**config.mk**
```make
export PLATFORM = sky130hd
export DESIGN_NAME = if_fetch_unit
export DESIGN_NICKNAME = d
export VERILOG_FILES = /design/src/rtl/if_pkg.sv /design/src/rtl/fetch_skid_buf.sv /design/src/rtl/if_fetch_unit.sv
export SDC_FILE = /design/constraint.sdc
export NUM_CORES = 1
export LEC_CHECK = 0
export ABC_AREA = 1
export CAP_MARGIN = 20
export CORE_MARGIN = 8
export CORE_UTILIZATION = 58
export DETAILED_ROUTE_END_ITERATION = 7
export GPL_TIMING_DRIVEN = 0
export PLACE_DENSITY = 0.86
export SYNTH_ARGS = -nofsm -noshare
export SYNTH_HDL_FRONTEND = slang
export SYNTH_SLANG_ARGS = --single-unit
```
**constraint.sdc**
```tcl
create_clock -name clk -period 3 [get_ports clk]
set_input_delay 0.6 -clock clk [delete_from_list [all_inputs] [get_ports clk]]
set_output_delay 0.6 -clock clk [all_outputs]
set_load 0.02 [all_outputs]
```
**src/rtl/if_pkg.sv**
```systemverilog
// Shared definitions for the instruction-fetch front end: state encoding,
// default parameters and the {currentPC, nextPC, instr} beat type.
package if_pkg;

  typedef enum logic [1:0] {
    S_IDLE  = 2'd0,
    S_FETCH = 2'd1,
    S_HOLD  = 2'd2,
    S_KILL  = 2'd3
  } fetch_state_e;

  localparam logic [31:0] DEFAULT_RESET_PC = 32'h0000_0000;
  localparam logic [31:0] DEFAULT_PC_STEP  = 32'd4;
  localparam logic [31:0] NOP              = 32'h0000_0000;

  typedef struct packed {
    logic [31:0] cur_pc;
    logic [31:0] next_pc;
    logic [31:0] instr;
  } fetch_beat_t;

  // Sequential PC advance; wraps modulo 2^32 with no alignment checking.
  function automatic logic [31:0] pc_advance(input logic [31:0] pc, input logic [31:0] step);
    return pc + step;
  endfunction

endpackage

```
**src/rtl/fetch_skid_buf.sv**
```systemverilog
// One-entry holding register for a fetched beat that could not be handed
// downstream because the output slot was still occupied.
module fetch_skid_buf
  import if_pkg::*;
(
  input  logic        clk,
  input  logic        rst_n,
  input  logic        load,
  input  logic        unload,
  input  logic        clear,
  input  fetch_beat_t din,
  output fetch_beat_t dout,
  output logic        full
);

  fetch_beat_t data_r;
  logic        full_r;

  // Storage: a squash (clear) wins over a new load, which wins over an unload.
  always_ff @(posedge clk or negedge rst_n) begin
    if (!rst_n) begin
      data_r <= '{cur_pc: 32'h0, next_pc: 32'h0, instr: NOP};
      full_r <= 1'b0;
    end else if (clear) begin
      full_r <= 1'b0;
    end else if (load) begin
      data_r <= din;
      full_r <= 1'b1;
    end else if (unload) begin
      full_r <= 1'b0;
    end
  end

  assign dout = data_r;
  assign full = full_r;

endmodule

```
**src/rtl/if_fetch_unit.sv**
```systemverilog
// Instruction-fetch front end: owns the PC, talks to instruction memory over
// req/rdy, absorbs downstream stall with a skid buffer and handles redirects.
module if_fetch_unit
  import if_pkg::*;
#(
  parameter logic [31:0] RESET_PC = DEFAULT_RESET_PC,
  parameter logic [31:0] PC_STEP  = DEFAULT_PC_STEP
) (
  input  logic        clk,
  input  logic        Reset,
  input  logic        stall,
  input  logic        redirect,
  input  logic [31:0] redirect_pc,
  output logic        imem_req,
  output logic [31:0] imem_addr,
  input  logic        imem_rdy,
  input  logic [31:0] imem_data,
  output logic [31:0] currentPC_out,
  output logic [31:0] nextPC_out,
  output logic [31:0] instrOut,
  output logic        valid_out
);

  fetch_state_e state_r;
  logic [31:0]  pc_r;
  logic [31:0]  kill_addr_r;
  fetch_beat_t  beat_r;
  logic         valid_r;

  logic         slot_free_s;
  logic         skid_load_s;
  logic         skid_unload_s;
  logic         skid_clear_s;
  logic         skid_full_s;
  fetch_beat_t  skid_beat_s;
  fetch_beat_t  fetch_beat_s;

  assign slot_free_s   = !valid_r || !stall;
  assign fetch_beat_s  = '{cur_pc: pc_r, next_pc: pc_advance(pc_r, PC_STEP), instr: imem_data};
  assign skid_clear_s  = redirect;
  assign skid_load_s   = !redirect && (state_r == S_FETCH) && imem_rdy && !slot_free_s;
  assign skid_unload_s = !redirect && (state_r == S_HOLD) && skid_full_s && !stall;

  fetch_skid_buf u_skid (
    .clk    (clk),
    .rst_n  (Reset),
    .load   (skid_load_s),
    .unload (skid_unload_s),
    .clear  (skid_clear_s),
    .din    (fetch_beat_s),
    .dout   (skid_beat_s),
    .full   (skid_full_s)
  );

  // Memory request decode; in S_KILL the address stays on the squashed request.
  always_comb begin
    imem_req  = 1'b0;
    imem_addr = 32'h0;
    case (state_r)
      S_FETCH: begin
        imem_req  = 1'b1;
        imem_addr = pc_r;
      end
      S_KILL: begin
        imem_req  = 1'b1;
        imem_addr = kill_addr_r;
      end
      default: begin
        imem_req  = 1'b0;
        imem_addr = 32'h0;
      end
    endcase
  end

  // Fetch sequencer: PC, state and the registered output triple.
  always_ff @(posedge clk or negedge Reset) begin
    if (!Reset) begin
      state_r     <= S_IDLE;
      pc_r        <= RESET_PC;
      kill_addr_r <= 32'h0;
      beat_r      <= '{cur_pc: 32'h0, next_pc: 32'h0, instr: NOP};
      valid_r     <= 1'b0;
    end else if (redirect) begin
      pc_r    <= redirect_pc;
      valid_r <= 1'b0;
      case (state_r)
        S_FETCH: begin
          if (!imem_rdy) begin
            state_r     <= S_KILL;
            kill_addr_r <= pc_r;
          end else begin
            state_r <= S_FETCH;
          end
        end
        S_KILL:  state_r <= S_KILL;
        default: state_r <= S_FETCH;
      endcase
    end else begin
      case (state_r)
        S_IDLE: state_r <= S_FETCH;
        S_FETCH: begin
          if (imem_rdy) begin
            pc_r <= pc_advance(pc_r, PC_STEP);
            if (slot_free_s) begin
              beat_r  <= fetch_beat_s;
              valid_r <= 1'b1;
            end else begin
              state_r <= S_HOLD;
            end
          end else if (slot_free_s) begin
            valid_r <= 1'b0;
          end
        end
        S_HOLD: begin
          if (skid_unload_s) begin
            beat_r  <= skid_beat_s;
            valid_r <= 1'b1;
            state_r <= S_FETCH;
          end
        end
        S_KILL: begin
          // The response for the squashed address is dropped on arrival.
          if (imem_rdy) begin
            state_r <= S_FETCH;
          end
        end
        default: state_r <= S_IDLE;
      endcase
    end
  end

  assign currentPC_out = beat_r.cur_pc;
  assign nextPC_out    = beat_r.next_pc;
  assign instrOut      = beat_r.instr;
  assign valid_out     = valid_r;

endmodule

```
=== Word level (Yosys, flattened, before mapping) ===
Cells that the tools add are included.
W data, S select, Z words.

* $add $sub $neg: 1
* Eq/ne operators: 11
* Mux-type cells: 26
* Bitwise operators: 2
* Reductions and logical operators: 24

{| class="wikitable"
|+ Operators with widths
! operator !! count
|-
| $mux W96 || 3
|-
| $pmux W96 S2 || 1
|-
| $mux W32 || 3
|-
| $pmux W32 S2 || 1
|-
| $add A32 B3 Y32 const B || 1
|-
| $ne A3 B3 Y1 const B || 5
|-
| $mux W2 || 6
|-
| $mux W1 || 9
|-
| $pmux W2 S4 || 1
|-
| $logic_and A1 B1 Y1 || 6
|-
| $ne A2 B2 Y1 const B || 3
|-
| $reduce_and A3 Y1 || 2
|-
| $reduce_bool A2 Y1 || 3
|-
| $reduce_bool A3 Y1 || 2
|-
| $reduce_and A5 Y1 || 1
|-
| $eq A2 B2 Y1 const B || 2
|-
| $logic_not A1 Y1 || 4
|-
| $pmux W2 S2 || 1
|-
| $reduce_and A2 Y1 || 2
|-
| $reduce_and A4 Y1 || 1
|-
| $eq A2 B1 Y1 const B || 1
|-
| $logic_not A2 Y1 || 1
|-
| $not A1 Y1 || 2
|-
| $pmux W1 S2 || 1
|-
| other kinds (2) || 2
|}

* Flip-flop bits (word level): 260
* Bits of input ports: 69
* Output and inout bits: 130
* Word-level logic and storage cells: 75

=== Depth between registers and ports, before layout ===
* Depth in word-level cells: 7
* Gate-level depth with buffers: 12
* Gate-level depth less buffers: 10

=== Modules after synthesis ===
A second synthesis with hierarchy kept.

* Cell total of the unflattened synthesis: 1584
* Area, all modules: 12246.7 µm²

{| class="wikitable"
|+ Modules (own cells, without submodules)
! module !! times used !! cells each !! area an instance (µm²) !! sequential area each (µm²)
|-
| if_fetch_unit || 1 || 1163 || 8401.8 || 4078.9
|-
| fetch_skid_buf || 1 || 421 || 3844.9 || 2427.3
|}

=== Worst setup path before layout ===
Ideal clock, no wire load.

* Path type: register -> output
* Start point: register state_r[1]
* End point: output port imem_addr[0]
* Arrival time: 1.424 ns
* Required time: 2.400 ns
* Slack: 0.976 ns
* Cell stages (with the launch flop): 6
* Path through: dfrtp_1 -> inv_1 -> ha_1 -> inv_2 -> clkbuf_1 -> o21ai_0

* Cells in the longest elaborated chain, start to end: 2
* Elaborated cells between the ends (all ways): 3
* Those cells by class: eq/ne (2); mux (1)

{| class="wikitable"
|+ Ends and longest elaborated chain
! what !! line !! source
|-
| start: declaration || if_fetch_unit.sv:24 || <nowiki>fetch_state_e state_r;</nowiki>
|-
| start signal: assignment || if_fetch_unit.sv:78 || <nowiki>state_r <= S_IDLE;</nowiki>
|-
| start signal: assignment || if_fetch_unit.sv:89 || <nowiki>state_r <= S_KILL;</nowiki>
|-
| start signal: assignment || if_fetch_unit.sv:92 || <nowiki>state_r <= S_FETCH;</nowiki>
|-
| $eq A2 B2 Y1 or $eq A2 B1 Y1 (tied branches) || if_fetch_unit.sv:59 || <nowiki>case (state_r)</nowiki>
|-
| $pmux W32 S2 * || if_fetch_unit.sv:59 ||
|-
| end: declaration || if_fetch_unit.sv:15 || <nowiki>output logic [31:0] imem_addr,</nowiki>
|}

Every way passes the cells marked *; elsewhere a longest branch is shown, timed or not.

=== Worst setup path in the final report ===
* Start point: register state_r[1]
* End point: output port imem_addr[31]

Same word-level chain as after synthesis.

==> impl_metrics.py <==
metrics = {
    "timing": {
        "setup_viol": 0,
        "grt_setup_unrepaired": "false",
        "fmax_mhz": 344,
        "hold_violations": 0,
        "min_period_ns": 2.91,
        "fin_skew_ns": 0.0137,
        "relSlewSlack_pct": 47.2,
        "tns_ns": 0,
        "period_share_pct": 97.0,
        "drv_slew": 0,
        "worst_pin_slew_ns": 0.793,
    },
    "global_route": {
        "grt-ovfl-total": 0,
        "grt_usage_pct": 29.4,
        "grt_max_degree": 92,
        "grt_pass1_wl_um": 57800,
        "grt_pass1_vias": 11200,
        "antenna_found_initial": 0,
    },
    "setup_path": {
        "reg2reg_depth": 8,
        "cp_max_fo": 10,
        "path_class": "reg -> out",
        "r2r-end": "u_skid.dout[35]$_DFFE_PN0P_",
        "regToRegSetupSlack_ns": 0.56,
        "cp.arrival_ns": 2.31,
        "crit_chain": "inv_1 -> ha_1 -> inv_2 -> clkbuf_2 -> o21ai_0 -> dlygate4sd2_1",
        "worstPathRequired_ns": 2.40,
        "reg2reg_from": "state_r[1]$_DFFE_PN0P_",
        "cp-start-kind": "flip-flop",
        "endpoint_kind": "primary output",
        "critical-path-max-stage-delay_ns": 0.42,
        "crit_slowest_cell": "dfrtp_1",
    },
    "power_and_ir_drop": {
        "clkPwrFrac_pct": 20.1,
        "p_int_mw": 10.2,
        "combPwrFrac_pct": 44.4,
        "p_leak_nw": 7.17,
        "p_sw_share_pct": 41.5,
        "p_switching_mw": 7.21,
        "power_mw": 17.4,
        "p_seq_share_pct": 35.5,
        "ir_drop_uv": 731,
        "power.density_nw_per_um2": 1150,
    },
    "floorplanning": {
        "die_area_um2": 25100,
        "die_h_um": 158,
        "fp.dieW_um": 158,
        "initial_core_util_pct": 58.6,
        "pin_count": 199,
        "core_area_um2": 20100,
        "rows": 52,
    },
    "routing": {
        "wl_per_cell_um": 18.3,
        "vias": 11500,
        "via_per_inst": 5.67,
        "wl_um": 37000,
        "drc": 0,
        "drtIter0Drc": 1048,
        "ant_nets": 0,
        "drtPass1Iterations": 6,
    },
    "synth": {
        "synth_top_cell_by_area": "dfrtp_1",
        "yosysMostFrequentCell": "nand2_1",
        "netlist_instances": 1502,
        "synth.distinct_cells": 23,
        "async_reset_ff_share_pct": 100,
        "synth_common_cells": "nand2_1 (565), dfrtp_1 (256), nor2_1 (184), o21ai_0 (137), a31oi_1 (79)",
        "postSynthAreaPerCell_um2": 7.84,
        "ys.flop_type": "dfrtp_1",
        "synth_seq_area_share_pct": 54.4,
        "syn_area_um2": 11800,
        "ys_ff_latch": 256,
        "yosys_warnings": 0,
        "synthTopCellsByArea": "dfrtp_1 (54%), nand2_1 (18%), nor2_1 (5.9%)",
        "synth_top_area_share_pct": 54.4,
        "synth_nets": 1575,
        "synth_edf_count": 0,
    },
    "placed_design": {
        "post-dp-hpwl_um": 27000,
        "gp_congestion": 0.973,
        "io_buffers": 197,
        "placed_area_um2": 14100,
    },
    "clocking": {
        "insertion_delay_ns": 0.54,
        "path_clk_slew_ns": 0.06,
        "cts-root-buf": "clkbuf_16",
        "htreeDepth": 1,
        "cts_tree": "yes",
        "clockBufferDepth": 3,
        "cts_hold_buffers": 0,
        "cts_buffers": 27,
        "post_cts_buffers": 0,
        "clock-sinks": 256,
    },
    "final_layout": {
        "area_growth_pct": 27.8,
        "diodes": 0,
        "final_core_util_pct": 74.8,
        "fin_area_um2": 15000,
        "drive_gt1_share_pct": 5.95,
        "final_nets": 1802,
    },
    "run": {
        "max_cap_viol_count": 0,
    },
    "min_path": {
        "hold_path.class": "in -> async",
    },
    "run_status": {
        "status": "complete, no violations",
    },
}
worst max path at each step:
stage                              end                    from  slack (ns)
2_1_floorplan             imem_addr[0]  state_r[1]$_DFFE_PN0P_        0.98
3_3_place_gp   instrOut[3]$_DFFE_PN0P_                   Reset       -9.16
3_5_place_dp             imem_addr[19]  state_r[0]$_DFFE_PN0P_        0.21
4_1_cts                  imem_addr[31]  state_r[1]$_DFFE_PN0P_        0.09
5_1_grt                  imem_addr[31]  state_r[1]$_DFFE_PN0P_        0.01
6_report                 imem_addr[31]  state_r[1]$_DFFE_PN0P_        0.09
cells by family (layout without fill, tap and decap cells):
logic type	after synthesis	count (layout)	share of synthesized area, %
and+or+nand+nor	805	805	26.4
AOI/OAI and AO/OA	279	279	12.9
DFF	256	256	54.4
buffers and inverters	152	399	5.44
xor gates and xnor gates	6	6	0.446
adders and majority gates	4	4	0.425
layout by cell type, fill, tap and decap left out, drive strengths merged:
master	instances
dfrtp	256
a21oi	55
clkinv	8
a31oi	79
o21ai	137
dlygate4sd2	30
and2	1
nor3	1
bufinv	3
xor2	6
nor2	188
o211ai	1
clkdlybuf4s50	166
o22ai	7
nand2	567
ha	4
nand4	2
clkbuf	91
buf	38
inv	63
nand3	46
flip-flops by register name (all words and copies together) (netlist names):
name	flops
u_skid.dout	94
instrOut	32
currentPC_out	32
pc_r	32
state_r	2
kill_addr_r	32
valid_out	1
u_skid.full	1
nextPC_out	30
what timing repair did:
item                                    in CTS  in global routing
gates resized for setup                     37                  0
endpoints found under the setup margin      30                  0
hold endpoints to repair                     0                  0
layer usage:
metal / GRT usage, % / up-vias / routed length (µm)
met5: 0 / - / 0
met4: 11.4 / 0 / 1420
met3: 3.58 / 101 / 3650
met2: 48.1 / 644 / 17100
met1: 39.5 / 5405 / 14900
li1: - / 5307 / -
layout make-up:
| cell class | count | area (µm²) |
|---|---|---|
| sequential | 256 | 6410 |
| tap | 270 | 338 |
| clock buffer | 38 | 807 |
| multi-input combinational | 1094 | 4720 |
| timing repair buffer | 199 | 1990 |
| clock inverter | 11 | 130 |
| fill | 1502 | 5060 |
| buffer | 88 | 410 |
| inverter | 63 | 236 |
critical path: cells and delay by family, from the launching register on:
| kind | cells | cell delay [ns] |
|---|---|---|
| AOI/OAI and AO/OA | 1 | 0.29 |
| adders and majority gates | 1 | 0.22 |
| DFF | 1 | 0.42 |
| buffers and inverters | 4 | 0.85 |
stage by stage:
stage          hold WS (ns)  setup slack, ns  std cells
3_3_place_gp          0.461            -9.16       1969
2_1_floorplan         0.304            0.976       1502
3_5_place_dp          0.465            0.207       1971
6_report             0.0245           0.0894       2019
4_1_cts              0.0502           0.0941       2019
5_1_grt              0.0772           0.0121       2019
power groups by stage:
stage | registers, mW | logic (mW) | clock network, mW
6_report | 6.16 | 7.72 | 3.49
5_1_grt | 6.34 | 8.39 | 3.66
4_1_cts | 6.12 | 7.70 | 3.51
3_5_place_dp | 6.15 | 7.76 | 0
3_3_place_gp | 6.10 | 7.52 | 0
2_1_floorplan | 6.69 | 3.75 | 0
Note: power is estimated with default switching activity, not from simulation.
==> variant 1 (same settings) <==
Make the reset (`Reset` and `rst_n`) synchronous in 2 clocked blocks.
--- a/src/rtl/fetch_skid_buf.sv
+++ b/src/rtl/fetch_skid_buf.sv
@@ -17,7 +17,7 @@
   logic        full_r;
 
   // Storage: a squash (clear) wins over a new load, which wins over an unload.
-  always_ff @(posedge clk or negedge rst_n) begin
+  always_ff @(posedge clk) begin
     if (!rst_n) begin
       data_r <= '{cur_pc: 32'h0, next_pc: 32'h0, instr: NOP};
       full_r <= 1'b0;
--- a/src/rtl/if_fetch_unit.sv
+++ b/src/rtl/if_fetch_unit.sv
@@ -73,7 +73,7 @@
   end
 
   // Fetch sequencer: PC, state and the registered output triple.
-  always_ff @(posedge clk or negedge Reset) begin
+  always_ff @(posedge clk) begin
     if (!Reset) begin
       state_r     <= S_IDLE;
       pc_r        <= RESET_PC;
Formal check against the unedited RTL: not equivalent (a bounded check fails within 4 cycles, from zero or initial values and one cycle with Reset low; the reset may be asserted at any time).
==> variant 1 against the unedited design <==
Critical path depth stayed put. Synthesized area is 1.9% lower. Final cell count is 9.2% higher. Wire length is 11% higher. Final area is 2.1% lower. Sequential cell count stayed put. Worst setup slack worse by 51 ps. Largest cell class is now multi-input gates. Highest routed layer unchanged.
Power is not compared: it rests on default switching activity, and its combinational part moved more than twofold at a synthesized area within 25%.
==> variant 1: results (changes against the unedited design) <==
status complete, no violations; Nets 1989 (+10%); share of layout cells above drive strength 1 7.43% (+1.5 points); DP HPWL 30700 um (+14%); Clock Skew 5.54 ps (-8.16 ps); DRT Pass-1 Iters 5 (-1); CP peak stage delay 670 ps (+250 ps); Plain + repair buffers 314 (+9.4%); crit path max-delay cell type clkdlybuf4s50_1; post-DR vias/cell 5.66 (-0.20%); first-pass GRT wire length 63400 um (+9.7%); main area contributors after synthesis dfxtp_1 44%, nand2_1 11%, nor2_1 11%, o21ai_0 10%, a21oi_1 4.9%; WL met2 19800 um (+16%); FF-to-FF setup slack 830 ps (+270 ps); WP data arrival 2360 ps (+50 ps); r2r startpoint pc_r[3]; multi-input gates 1223 (+12%); most instantiated cells after synthesis 353 x nand2_1, 331 x nor2_1, 256 x dfxtp_1, 236 x o21ai_0, 112 x a21oi_1; Worst R2R End nextPC_out[14]; overall routing resource usage 32.5% (+3.1 points); grt met3 use 4.36% (+0.78 points); Syn Nets 1765 (+12%); Logic inverters 97 (+54%); wire per inst 18.7 um (+2.0%); DRT met1 WL 16200 um (+8.9%); routed wl met3 3280 um (-10%); hold_ws 451 ps (+427 ps); Filler cells 1576 (+4.9%); Tmin final 2960 ps (+50.7 ps); maximum fanout along the worst path 13 (+3); Most used DFF post-synth dfxtp_1; min-delay worst type reg -> reg
## variant 1: logic make-up (layout without fill, tap and decap cells)
kind of cell	after synthesis	count (layout)	share of synthesized area, %
adders and majority gates	1	1	0.108
xor gates and xnor gates	9	9	0.683
DFF	256	256	44.4
and+or+nand+nor	784	784	27.0
AOI/OAI and AO/OA	429	429	19.0
other	0	1	0
buffers and inverters	216	460	8.78
## variant 1: how the worst min path moves through the flow
stage / startpoint / endpoint / depth (start not counted)
floorplan: u_skid.dout[10] / u_skid.dout[10] / 2
global placement: u_skid.dout[37] / u_skid.dout[37] / 2
detailed placement: u_skid.dout[10] / u_skid.dout[10] / 2
CTS: u_skid.dout[10] / u_skid.dout[10] / 2
global route: u_skid.dout[10] / u_skid.dout[10] / 2
finish: u_skid.dout[10] / u_skid.dout[10] / 2
## variant 1: repair_timing
item / 4_1_cts / 5_1_grt
gates resized for setup: 6 / 16
pin swaps: 0 / 0
setup endpoints to repair: 26 / 23
hold buffers: 0 / 0
==> variant 2 (same settings) <==
Without the edit above. Re-encode `fetch_state_e` (4 states) as Gray code, 2 bits wide.
--- a/src/rtl/if_pkg.sv
+++ b/src/rtl/if_pkg.sv
@@ -3,10 +3,10 @@
 package if_pkg;
 
   typedef enum logic [1:0] {
-    S_IDLE  = 2'd0,
-    S_FETCH = 2'd1,
-    S_HOLD  = 2'd2,
-    S_KILL  = 2'd3
+    S_IDLE  = 2'b00,
+    S_FETCH = 2'b01,
+    S_HOLD  = 2'b11,
+    S_KILL  = 2'b10
   } fetch_state_e;
 
   localparam logic [31:0] DEFAULT_RESET_PC = 32'h0000_0000;
Function: no difference found for any inputs over 4 cycles, from zero or initial values and one cycle with Reset low; so few cycles prove little.
==> variant 2 against the unedited design <==
The flow now finishes with violations (hold timing). Clock skew fell by 1.1 ps. Non-clock buffer count increased by 7. Wire length grew 6.4%. Final cell count grew 1.6%. Count of clock-buffer cells in the layout unchanged. Synthesized area grew 3.6%. Sequential share of layout area down 1.3 points. Worst setup slack got worse by 67 ps. Fmax shrank 2.2%. Power decreased by 2.5%. Sequential cell count stayed put. Final area is 3.0% higher. Die area rose by 3.3%. Largest power group unchanged. Highest routed layer unchanged.
==> variant 2: results (changes against the unedited design) <==
CTS Buffer Depth 3 (unchanged); TritonCTS Buffers 26 (-3.7%); internal power 9880 uW (-2.8%); WP data arrival 2380 ps (+70 ps); vias 11.7k (+2.5%); share of layout cells above drive strength 1 8.28% (+2.3 points); DP HPWL 28300 um (+4.5%); WL met2 18300 um (+7.2%); routed wl met3 4050 um (+11%); Clock Skew 12.6 ps (-1.12 ps); Register-to-Register Path Depth 5 (-3); Filler cells 1592 (+6.0%); failing checks hold timing; synthesized instance count 1530 (+1.9%); Placed Instances 2005 (+1.7%); most instantiated cells after synthesis 568 x nand2_1, 256 x dfrtp_1, 198 x nor2_1, 79 x o21ai_1, 66 x inv_1; grt met3 use 6.31% (+2.7 points); hold_ws -11.4 ps (-35.9 ps); Nets 1829 (+1.5%); main area contributors after synthesis dfrtp_1 53%, nand2_1 17%, nor2_1 6.1%, o21ai_1 3.2%, o31ai_1 2.8%; GPL Wtd Cong 0.987 (+1.4%); largest net degree at the start of global routing 122 (+33%); Global Route met1 Usage 37.0% (-2.5 points); status finished with violations; worst slew pin tran 924 ps (+131 ps); met2 global-route usage 48.1% (-0.058 points); FF-to-FF setup slack 420 ps (-140 ps); wire per inst 19.2 um (+4.7%); non-filler instance count after layout 2052 (+1.6%); final hold vios 5 (+5); overall routing resource usage 29.6% (+0.24 points); crit path to imem_addr[12]; P_seq 5840 uW (-5.2%); P_comb 7660 uW (-0.8%); worst vdd ir 0.590 mV (-19%); vias in the first global route 11.8k (+5.5%); Port Buf Inserts 198 (+0.51%); Worst R2R End nextPC_out[3]; initial antenna violation count 1 (+1); count of different cell masters after synthesis 35 (+52%); Pwr Total 16900 uW (-2.5%); first-pass GRT wire length 61900 um (+7.2%); Syn Nets 1603 (+1.8%); DR iter-0 viols 1384 (+32%)
-- variant 2: cell types whose count changed after synthesis, sizes merged, moves of 5 or more --
cell | unedited run | this run
nor2 | 188 | 204
o21bai | 0 | 6
nand3 | 46 | 55
buf | 35 | 58
o31ai | 0 | 66
o211ai | 1 | 8
inv | 63 | 70
o21ai | 137 | 115
a31oi | 79 | 1
o22ai | 7 | 2
clkbuf | 54 | 38
-- variant 2: stage by stage --
step                      setup TNS (ps)  cell area, um2  setup WS (ps)
after floorplan                        0           12200            917
after global placement          -2380740           14500          -9320
after detailed placement           -35.0           14600          -15.7
after CTS                              0           15500           53.6
after global routing               -28.9           15500          -28.9
final                                  0           15500           22.6
-- variant 2: cells by family (layout without fill, tap and decap cells) --
family                   after synthesis  count (layout)  share of synthesized area [%]
adder cells (fa/ha/maj)                4               4                          0.410
AND/OR/NAND/NOR                      841             841                           27.1
flip-flops                           256             256                           52.5
other                                  0               1                              0
buffers and inverters                166             412                           6.27
AO/OA/AOI/OAI                        254             254                           13.1
XOR/XNOR                               9               9                          0.646
-- variant 2: worst min path at each step --
stage / end / slack (ps) / cells after the start
floorplan: currentPC_out[0] / 300 / 0
global placement: u_skid.dout[23] / 450 / 2
detailed placement: u_skid.dout[7] / 460 / 2
CTS: nextPC_out[28] / 2 / 1
global route: nextPC_out[28] / 20 / 1
finish: nextPC_out[28] / -10 / 1
-- variant 2: cell type report --
type                    count  area share [%]
diodes                      1          0.0161
plain buffers              94            3.36
clock buffers              38            5.08
clock inverters            10           0.839
inverters                  70            1.69
multi-input cells        1108            32.5
flip-flops and latches    256            41.3
well taps                 275            2.22
repair buffers            200            13.0
-- variant 2: timing repair --
item | 4_1_cts | 5_1_grt
resized for setup | 43 | 12
pin swaps | 0 | 0
setup endpoints to repair | 33 | 9
setup buffers | 0 | 0
